File: config.mk
export PLATFORM = sky130hd
export DESIGN_NAME = uart_tx
export DESIGN_NICKNAME = d
export VERILOG_FILES = /design/src/rtl/uart_pkg.sv /design/src/rtl/uart_baud_cnt.sv /design/src/rtl/uart_tx.sv
export SDC_FILE = /design/constraint.sdc
export NUM_CORES = 1
export LEC_CHECK = 0
export CORE_AREA = 2 2 52 54
export CTS_CLUSTER_SIZE = 25
export DETAILED_ROUTE_END_ITERATION = 6
export DIE_AREA = 0 0 54 56
export PLACE_DENSITY = 0.79
export SYNTH_ARGS = -nofsm -noshare
export SYNTH_HDL_FRONTEND = slang
export SYNTH_HIERARCHICAL = 1
export SYNTH_SLANG_ARGS = --single-unit
File: constraint.sdc
create_clock -name clk -period 4.94 [get_ports clk]
set_input_delay 0.741 -clock clk [delete_from_list [all_inputs] [get_ports clk]]
set_output_delay 0.741 -clock clk [all_outputs]
set_load 0.02 [all_outputs]
File: src/rtl/uart_pkg.sv
// Shared definitions for the 8N1 UART transmitter and receiver.
package uart_pkg;

  typedef enum logic [1:0] {
    IDLE  = 2'd0,
    START = 2'd1,
    DATA  = 2'd2,
    STOP  = 2'd3
  } state_t;

  localparam int   DATA_BITS         = 8;
  localparam logic IDLE_LEVEL        = 1'b1;
  localparam int   CLKS_PER_BIT_DFLT = 868;

endpackage

File: src/rtl/uart_baud_cnt.sv
// Bit-period counter: counts 0..CLKS_PER_BIT-1 and pulses bit_end on the last count.
module uart_baud_cnt #(
  parameter int CLKS_PER_BIT = uart_pkg::CLKS_PER_BIT_DFLT
) (
  input  logic clk,
  input  logic rst_n,
  input  logic clear,
  output logic bit_end
);

  localparam int W = $clog2(CLKS_PER_BIT);
  localparam logic [W-1:0] LAST = W'(CLKS_PER_BIT - 1);

  logic [W-1:0] count;

  assign bit_end = (count == LAST);

  always_ff @(posedge clk) begin
    if (!rst_n) begin
      count <= '0;
    end else if (clear || bit_end) begin
      count <= '0;
    end else begin
      count <= count + W'(1);
    end
  end

endmodule

File: src/rtl/uart_tx.sv
// 8N1 serial transmitter with a valid/ready byte input and a registered, idle-high line.
module uart_tx
  import uart_pkg::*;
#(
  parameter int CLKS_PER_BIT = CLKS_PER_BIT_DFLT
) (
  input  logic       clk,
  input  logic       rst_n,
  input  logic [7:0] tx_data,
  input  logic       tx_valid,
  output logic       tx_ready,
  output logic       tx,
  output logic       tx_busy
);

  localparam logic [2:0] LAST_BIT = 3'(DATA_BITS - 1);

  state_t                 state;
  logic [DATA_BITS-1:0]   shift;
  logic [2:0]             bit_idx;
  logic                   bit_end;
  logic                   clear;

  // Holding the counter at zero while idle aligns the start bit to the handshake edge.
  assign clear    = (state == IDLE);
  assign tx_ready = (state == IDLE);
  assign tx_busy  = ~tx_ready;

  uart_baud_cnt #(
    .CLKS_PER_BIT(CLKS_PER_BIT)
  ) u_baud_cnt (
    .clk     (clk),
    .rst_n   (rst_n),
    .clear   (clear),
    .bit_end (bit_end)
  );

  always_ff @(posedge clk) begin
    if (!rst_n) begin
      state   <= IDLE;
      tx      <= IDLE_LEVEL;
      shift   <= '0;
      bit_idx <= '0;
    end else begin
      case (state)
        IDLE: begin
          tx <= IDLE_LEVEL;
          if (tx_valid) begin
            shift   <= tx_data;
            bit_idx <= '0;
            tx      <= ~IDLE_LEVEL;
            state   <= START;
          end
        end
        START: begin
          if (bit_end) begin
            tx      <= shift[0];
            bit_idx <= '0;
            state   <= DATA;
          end
        end
        DATA: begin
          if (bit_end) begin
            shift <= shift >> 1;
            // tx is registered, so the next bit is loaded at the same edge the shift happens.
            if (bit_idx == LAST_BIT) begin
              tx    <= IDLE_LEVEL;
              state <= STOP;
            end else begin
              tx      <= shift[1];
              bit_idx <= bit_idx + 3'd1;
            end
          end
        end
        STOP: begin
          if (bit_end) begin
            tx    <= IDLE_LEVEL;
            state <= IDLE;
          end
        end
        default: begin
          tx    <= IDLE_LEVEL;
          state <= IDLE;
        end
      endcase
    end
  end

endmodule

[Yosys cells after proc, flatten, opt, wreduce, memory -nomap -nowiden]
Index checks and enable logic that the tools add are counted.
Cells by class
  equality and inequality tests: 11
  add/subtract/negate cells: 2
  muxes and demuxes: 20
  reduce and logical (&&, ||, !) cells: 9
  bitwise gates (word level): 2
Operator list (number)
  8-bit two-way mux: 2
  8-bit case mux with 2 select lines: 1
  3-bit two-way mux: 4
  10-bit by 1-bit adder with 10-bit output, second input constant: 1
  10-bit == test, second input constant: 1
  2-bit two-way mux: 5
  5-bit AND reduction: 2
  3-bit case mux with 3 select lines: 1
  2-bit case mux with 4 select lines: 1
  2-bit by 1-bit inequality test with 1-bit output, second input constant: 3
  2-bit inequality test, second input constant: 3
  3-bit AND reduction: 2
  1-bit two-way mux: 5
  2-bit == test, second input constant: 2
  1-bit case mux with 4 select lines: 1
  3-bit by 1-bit adder with 3-bit output, second input constant: 1
  3-bit == test, second input constant: 1
  3-bit nonzero test: 1
  2-bit by 1-bit == test with 1-bit output, second input constant: 1
  2-bit logical NOT: 1
  1-bit NOT: 2
  2-bit nonzero test: 1
  2-bit OR reduction: 1
  1-bit logical OR: 1
Storage, ports and cells
  output and inout port bits: 3
  word-level logic and storage cells: 49
  input port bits: 11
  register bits: 24

[Longest topological paths before layout]
  word-level depth: 4
  gate-level depth with buffers: 9
  gate-level depth less buffers: 7

[Hierarchy]
Netlist, hierarchy kept.
Modules (own cells, without submodules)
  uart_tx: instances 1, seq. area each 280.3 sq um, cells each 88, area each 837.1 sq um
  uart_baud_cnt: instances 1, seq. area each 200.2 sq um, cells each 53, area each 454.2 sq um

[Least setup slack after synthesis]
Ideal clock, no wire load.
  kind: reg2reg
  start point: reg u_baud_cnt.count[4]
  end point: reg shift[0]
  stages on the path, launching flop included: 9
  buffers on the path: 2
  required time: 4881 ps
  data arrival time: 1794 ps
  setup slack: 3088 ps
  setup time: 59 ps
  clock period less this slack: 1852 ps
  cell sequence: dfxtp_1 -> nor4b_1 -> nand2_1 -> nor2_1 -> nand2b_1 -> buf_2 -> and3_4 -> buf_6 -> o211a_1
On the way
  longest elaborated chain between the ends: 3
RTL lines
  from (decl): RTL line uart_baud_cnt.sv:14  | logic [W-1:0] count;
  from (signal assigned): RTL line uart_baud_cnt.sv:24  | count <= count + W'(1);
  10-bit == test: RTL line uart_baud_cnt.sv:16  | assign bit_end = (count == LAST);
  via bit_end: RTL line uart_tx.sv:21  | logic bit_end;
  2-bit by 1-bit inequality test with 1-bit output (no line)
  3-bit AND reduction (no line)
  to (signal assigned): RTL line uart_tx.sv:49  | shift <= tx_data;
  to (signal assigned): RTL line uart_tx.sv:64  | shift <= shift >> 1;
  to (decl): RTL line uart_tx.sv:19  | logic [DATA_BITS-1:0] shift;
The timed path passes the listed nets, and every way through them passes these cells.
A chain may end at the register's enable or synchronous reset.

[Final worst setup path]
  start point: reg state[0]
  end point: out tx_busy
On the way
  longest elaborated chain between the ends: 2
RTL lines
  from (decl): RTL line uart_tx.sv:18  | state_t state;
  from (signal assigned): RTL line uart_tx.sv:40  | state <= IDLE;
  from (signal assigned): RTL line uart_tx.sv:52  | state <= START;
  from (signal assigned): RTL line uart_tx.sv:59  | state <= DATA;
  2-bit logical NOT: RTL line uart_tx.sv:26  | assign tx_ready = (state == IDLE);
  1-bit NOT: RTL line uart_tx.sv:27  | assign tx_busy = ~tx_ready;
  to (decl): RTL line uart_tx.sv:13  | output logic tx_busy
No other way between the ends.

==> out/qor.log <==
INFO  logic_synthesis syn-instance-count=141
INFO  route          detail-route-antenna-nets=0
INFO  power_and_ir_drop netSwitchingPower=279uW
INFO  placement      pre_cts_slack=2.52ns
INFO  die            io_pins=14
INFO  route          wl_per_cell=13.1um
INFO  power_and_ir_drop power_density_over_the_cells=498nW/um^2
INFO  cells_and_area num-nets-final=169
INFO  setup_path     critical_path.n_buffers_inverters=3
INFO  clock_network  clock_tree.root_cell=sky130_fd_sc_hd__clkbuf_4
INFO  die            starting_density=53.1%
INFO  cells_and_area final_cell_mix=24 x sky130_fd_sc_hd__dfxtp_1, 13 x sky130_fd_sc_hd__clkdlybuf4s50_1, 12 x sky130_fd_sc_hd__nand2_1, 12 x sky130_fd_sc_hd__mux2i_1, 10 x sky130_fd_sc_hd__nor2_1
INFO  sta            timing_max_transition_violations_final=0
INFO  clock_network  clkSlewWorstSetupHoldPaths=0.14ns
INFO  route          post-route-drc-count=0
INFO  logic_synthesis synthFlopType=sky130_fd_sc_hd__dfxtp_1
INFO  power_and_ir_drop cellInternalPower=438uW
INFO  sta            postLayoutSetupSlackWorst=2.39ns
INFO  sta            worst_slew_pin_slew=0.796ns
INFO  die            core_rows=18
INFO  logic_synthesis netlist_area=1290um^2
INFO  global_route   track_usage=17.0%
INFO  logic_synthesis synth-seq-cells=24
INFO  setup_path     critical_path.most_common_cell=sky130_fd_sc_hd__inv_1
INFO  clock_network  worst_skew_pair.late_latency=0.31ns
INFO  setup_path     timing.critical_path.arrival=1.81ns
INFO  sta            final.setup_skew=0.00534ns
INFO  setup_path     critPathRequiredTime=4.20ns
INFO  global_route   grt.overflow.total=0
INFO  setup_path     timing.critical_path.slowest_stage_cell=sky130_fd_sc_hd__clkdlybuf4s50_1
INFO  die            core-area=2430um^2
INFO  power_and_ir_drop combinationalPowerShare=48.8%
INFO  cells_and_area area_growth=11.4%
INFO  logic_synthesis synthesis.yosys.warnings=6
INFO  logic_synthesis netlist.area_leader.share=37.2%
INFO  clock_network  cts_setup_buffers=0
INFO  run_status     result_of_the_run=complete, no violations
INFO  setup_path     critical-path-top-delay-family=buffers and inverters
INFO  logic_synthesis postSynthNetCount=159
INFO  logic_synthesis synthDominantAreaCellType=sky130_fd_sc_hd__dfxtp_1
INFO  setup_path     critical_path.cell_chain=inv_1, ha_1, inv_1, clkdlybuf4s50_1
INFO  sta            hold_violations=0
INFO  setup_path     critical_path_class=reg2out
INFO  clock_network  ctsHoldBuffers=0
INFO  logic_synthesis synth_cell_types=36
INFO  cells_and_area layout.cells.most_common=sky130_fd_sc_hd__dfxtp_1
INFO  setup_path     crit_path_start_kind=flip-flop
INFO  setup_path     crit_end_category=primary output
INFO  logic_synthesis synth_area_per_cell=9.16um^2
INFO  route          initial_drt_pass_iterations=4
INFO  sta            setup_violations=0
INFO  die            die_width=54um
INFO  logic_synthesis netlist_top_cells_area=sky130_fd_sc_hd__dfxtp_1 37%, sky130_fd_sc_hd__mux2i_1 9.3%, sky130_fd_sc_hd__ha_1 6.8%
INFO  setup_path     critPathMaxFanout=9
INFO  global_route   via_count_of_the_first_global_routing_pass=947
INFO  setup_path     crit_path_max_incr_delay=0.60ns
INFO  power_and_ir_drop power.share.switching=38.9%
INFO  logic_synthesis yosysSeqAreaShare=37.2%
INFO  power_and_ir_drop power.sequential.fraction=36.5%
INFO  power_and_ir_drop clkPwrFrac=14.6%
INFO  global_route   grt_start_max_net_pins=21
INFO  sta            final.period_utilization=51.6%
INFO  cells_and_area layout.core_utilization=59.2%
INFO  placement      placement.io_buffers=13
INFO  route          violation_count_after_the_first_detailed_route_iteration=18
INFO  sta            totalNegativeSetupSlack=0ns
INFO  placement      place_hpwl=1690um
INFO  die            die_h=56um
INFO  global_route   grt_antenna_before_repair=0
INFO  power_and_ir_drop static-leakage-power=0.000588uW
INFO  die            design.die.area=3020um^2
INFO  route          vias=1008
INFO  logic_synthesis synth-edff-count=0
INFO  run            drv.max_cap_violation_count=0
INFO  sta            grt_setup_unrepaired=false
INFO  clock_network  tritoncts.num_buffers=3
INFO  route          drt-total-wl=2360um
INFO  clock_network  clock_path_buffers=2
INFO  sta            slew_limit_headroom=46.9%
INFO  sta            fmaxAchievable=0.392GHz
INFO  route          via_per_inst=5.60
INFO  clock_network  htreeDepth=1
INFO  logic_synthesis asyncSetResetFlopFracSynth=0%
INFO  placement      place_congestion=0.825
INFO  clock_network  ctsResizeCount=0
INFO  power_and_ir_drop ir_drop=340uV
INFO  cells_and_area insertedDiodeCount=0
INFO  sta            period_needed=2.55ns
INFO  cells_and_area fraction_of_final_layout_cells_with_drive_strength_greater_than_1=4.67%
INFO  hold_path      min-delay-path-class=reg2reg
INFO  clock_network  clock_sink_count=24
INFO  global_route   grt_pass1_wl=3930um
INFO  clock_network  tritoncts_clock_tree=yes
[path summary, 6_finish.rpt]
path              cells past startpoint  slack [ns]                           start                        endpoint
setup reg to reg                      6        2.75  u_baud_cnt/count[4]$_SDFF_PP0_           shift[6]$_SDFFE_PN0P_
hold reg to reg                       1        0.48  u_baud_cnt/count[0]$_SDFF_PP0_  u_baud_cnt/count[0]$_SDFF_PP0_
setup / recovery                      4        2.39           state[0]$_SDFFE_PN0P_                         tx_busy
hold / removal                        1        0.48  u_baud_cnt/count[0]$_SDFF_PP0_  u_baud_cnt/count[0]$_SDFF_PP0_
[state kept, by name (all words and copies together) (netlist names)]
name and count:
u_baud_cnt/count 10, shift 8, bit_idx 3, state 2
tx 1
[power groups by stage]
| stage | Sequential [uW] | Clock (uW) | Combinational (uW) |
|---|---|---|---|
| floorplan | 263 | 0 | 298 |
| global placement | 264 | 0 | 335 |
| detailed placement | 266 | 0 | 349 |
| CTS | 262 | 108 | 350 |
| global route | 267 | 117 | 386 |
| finish | 262 | 105 | 350 |
[logic make-up (layout without fill, tap and decap cells)]
logic type / count (synthesis) / after routing / synth area share, %
AOI/OAI and AO/OA: 25 / 25 / 15.2
xor gates and xnor gates: 5 / 5 / 3.39
adders and majority gates: 7 / 7 / 6.78
buffers and inverters: 15 / 24 / 6.39
DFF: 24 / 24 / 37.2
muxes: 12 / 12 / 9.30
and+or+nand+nor: 53 / 53 / 21.7
[metal layers]
layer / vias up / global-route usage (%) / share of wire, %
met4: 0 / 7.14 / 0.42
met2: 16 / 26.1 / 45
met1: 466 / 22.9 / 51
li1: 524 / - / -
met3: 2 / 2.96 / 3.5
met5: - / 0 / 0
[cell usage after synthesis, types with 3 or more instances]
master                     instances
sky130_fd_sc_hd__dfxtp_1          24
sky130_fd_sc_hd__mux2i_1          12
sky130_fd_sc_hd__nand2_1          12
sky130_fd_sc_hd__nor2_1           10
sky130_fd_sc_hd__nand3_1           9
sky130_fd_sc_hd__nand4_1           8
sky130_fd_sc_hd__ha_1              7
sky130_fd_sc_hd__inv_1             7
sky130_fd_sc_hd__o211a_1           7
sky130_fd_sc_hd__a21oi_1           4
sky130_fd_sc_hd__nand2b_1          4
sky130_fd_sc_hd__buf_2             3
sky130_fd_sc_hd__buf_6             3
sky130_fd_sc_hd__xor2_1            3
[per-stage QoR]
stage | std cells | total power [uW] | hold slack (ns) | area [um^2]
floorplan | 141 | 562 | 0.426 | 1290
global route | 180 | 770 | 0.502 | 1440
finish | 180 | 716 | 0.480 | 1440
detailed placement | 176 | 615 | 0.458 | 1400
CTS | 180 | 720 | 0.487 | 1440
global placement | 176 | 599 | 0.440 | 1400
[cell type report]
type / count / area [um^2]
fill: 215 / 993
multi-input combinational: 102 / 728
sequential: 24 / 480
timing repair buffer: 13 / 130
tap: 30 / 37.5
clock buffer: 4 / 36.3
inverter: 7 / 26.3
Power figures use the tool's default switching activity.
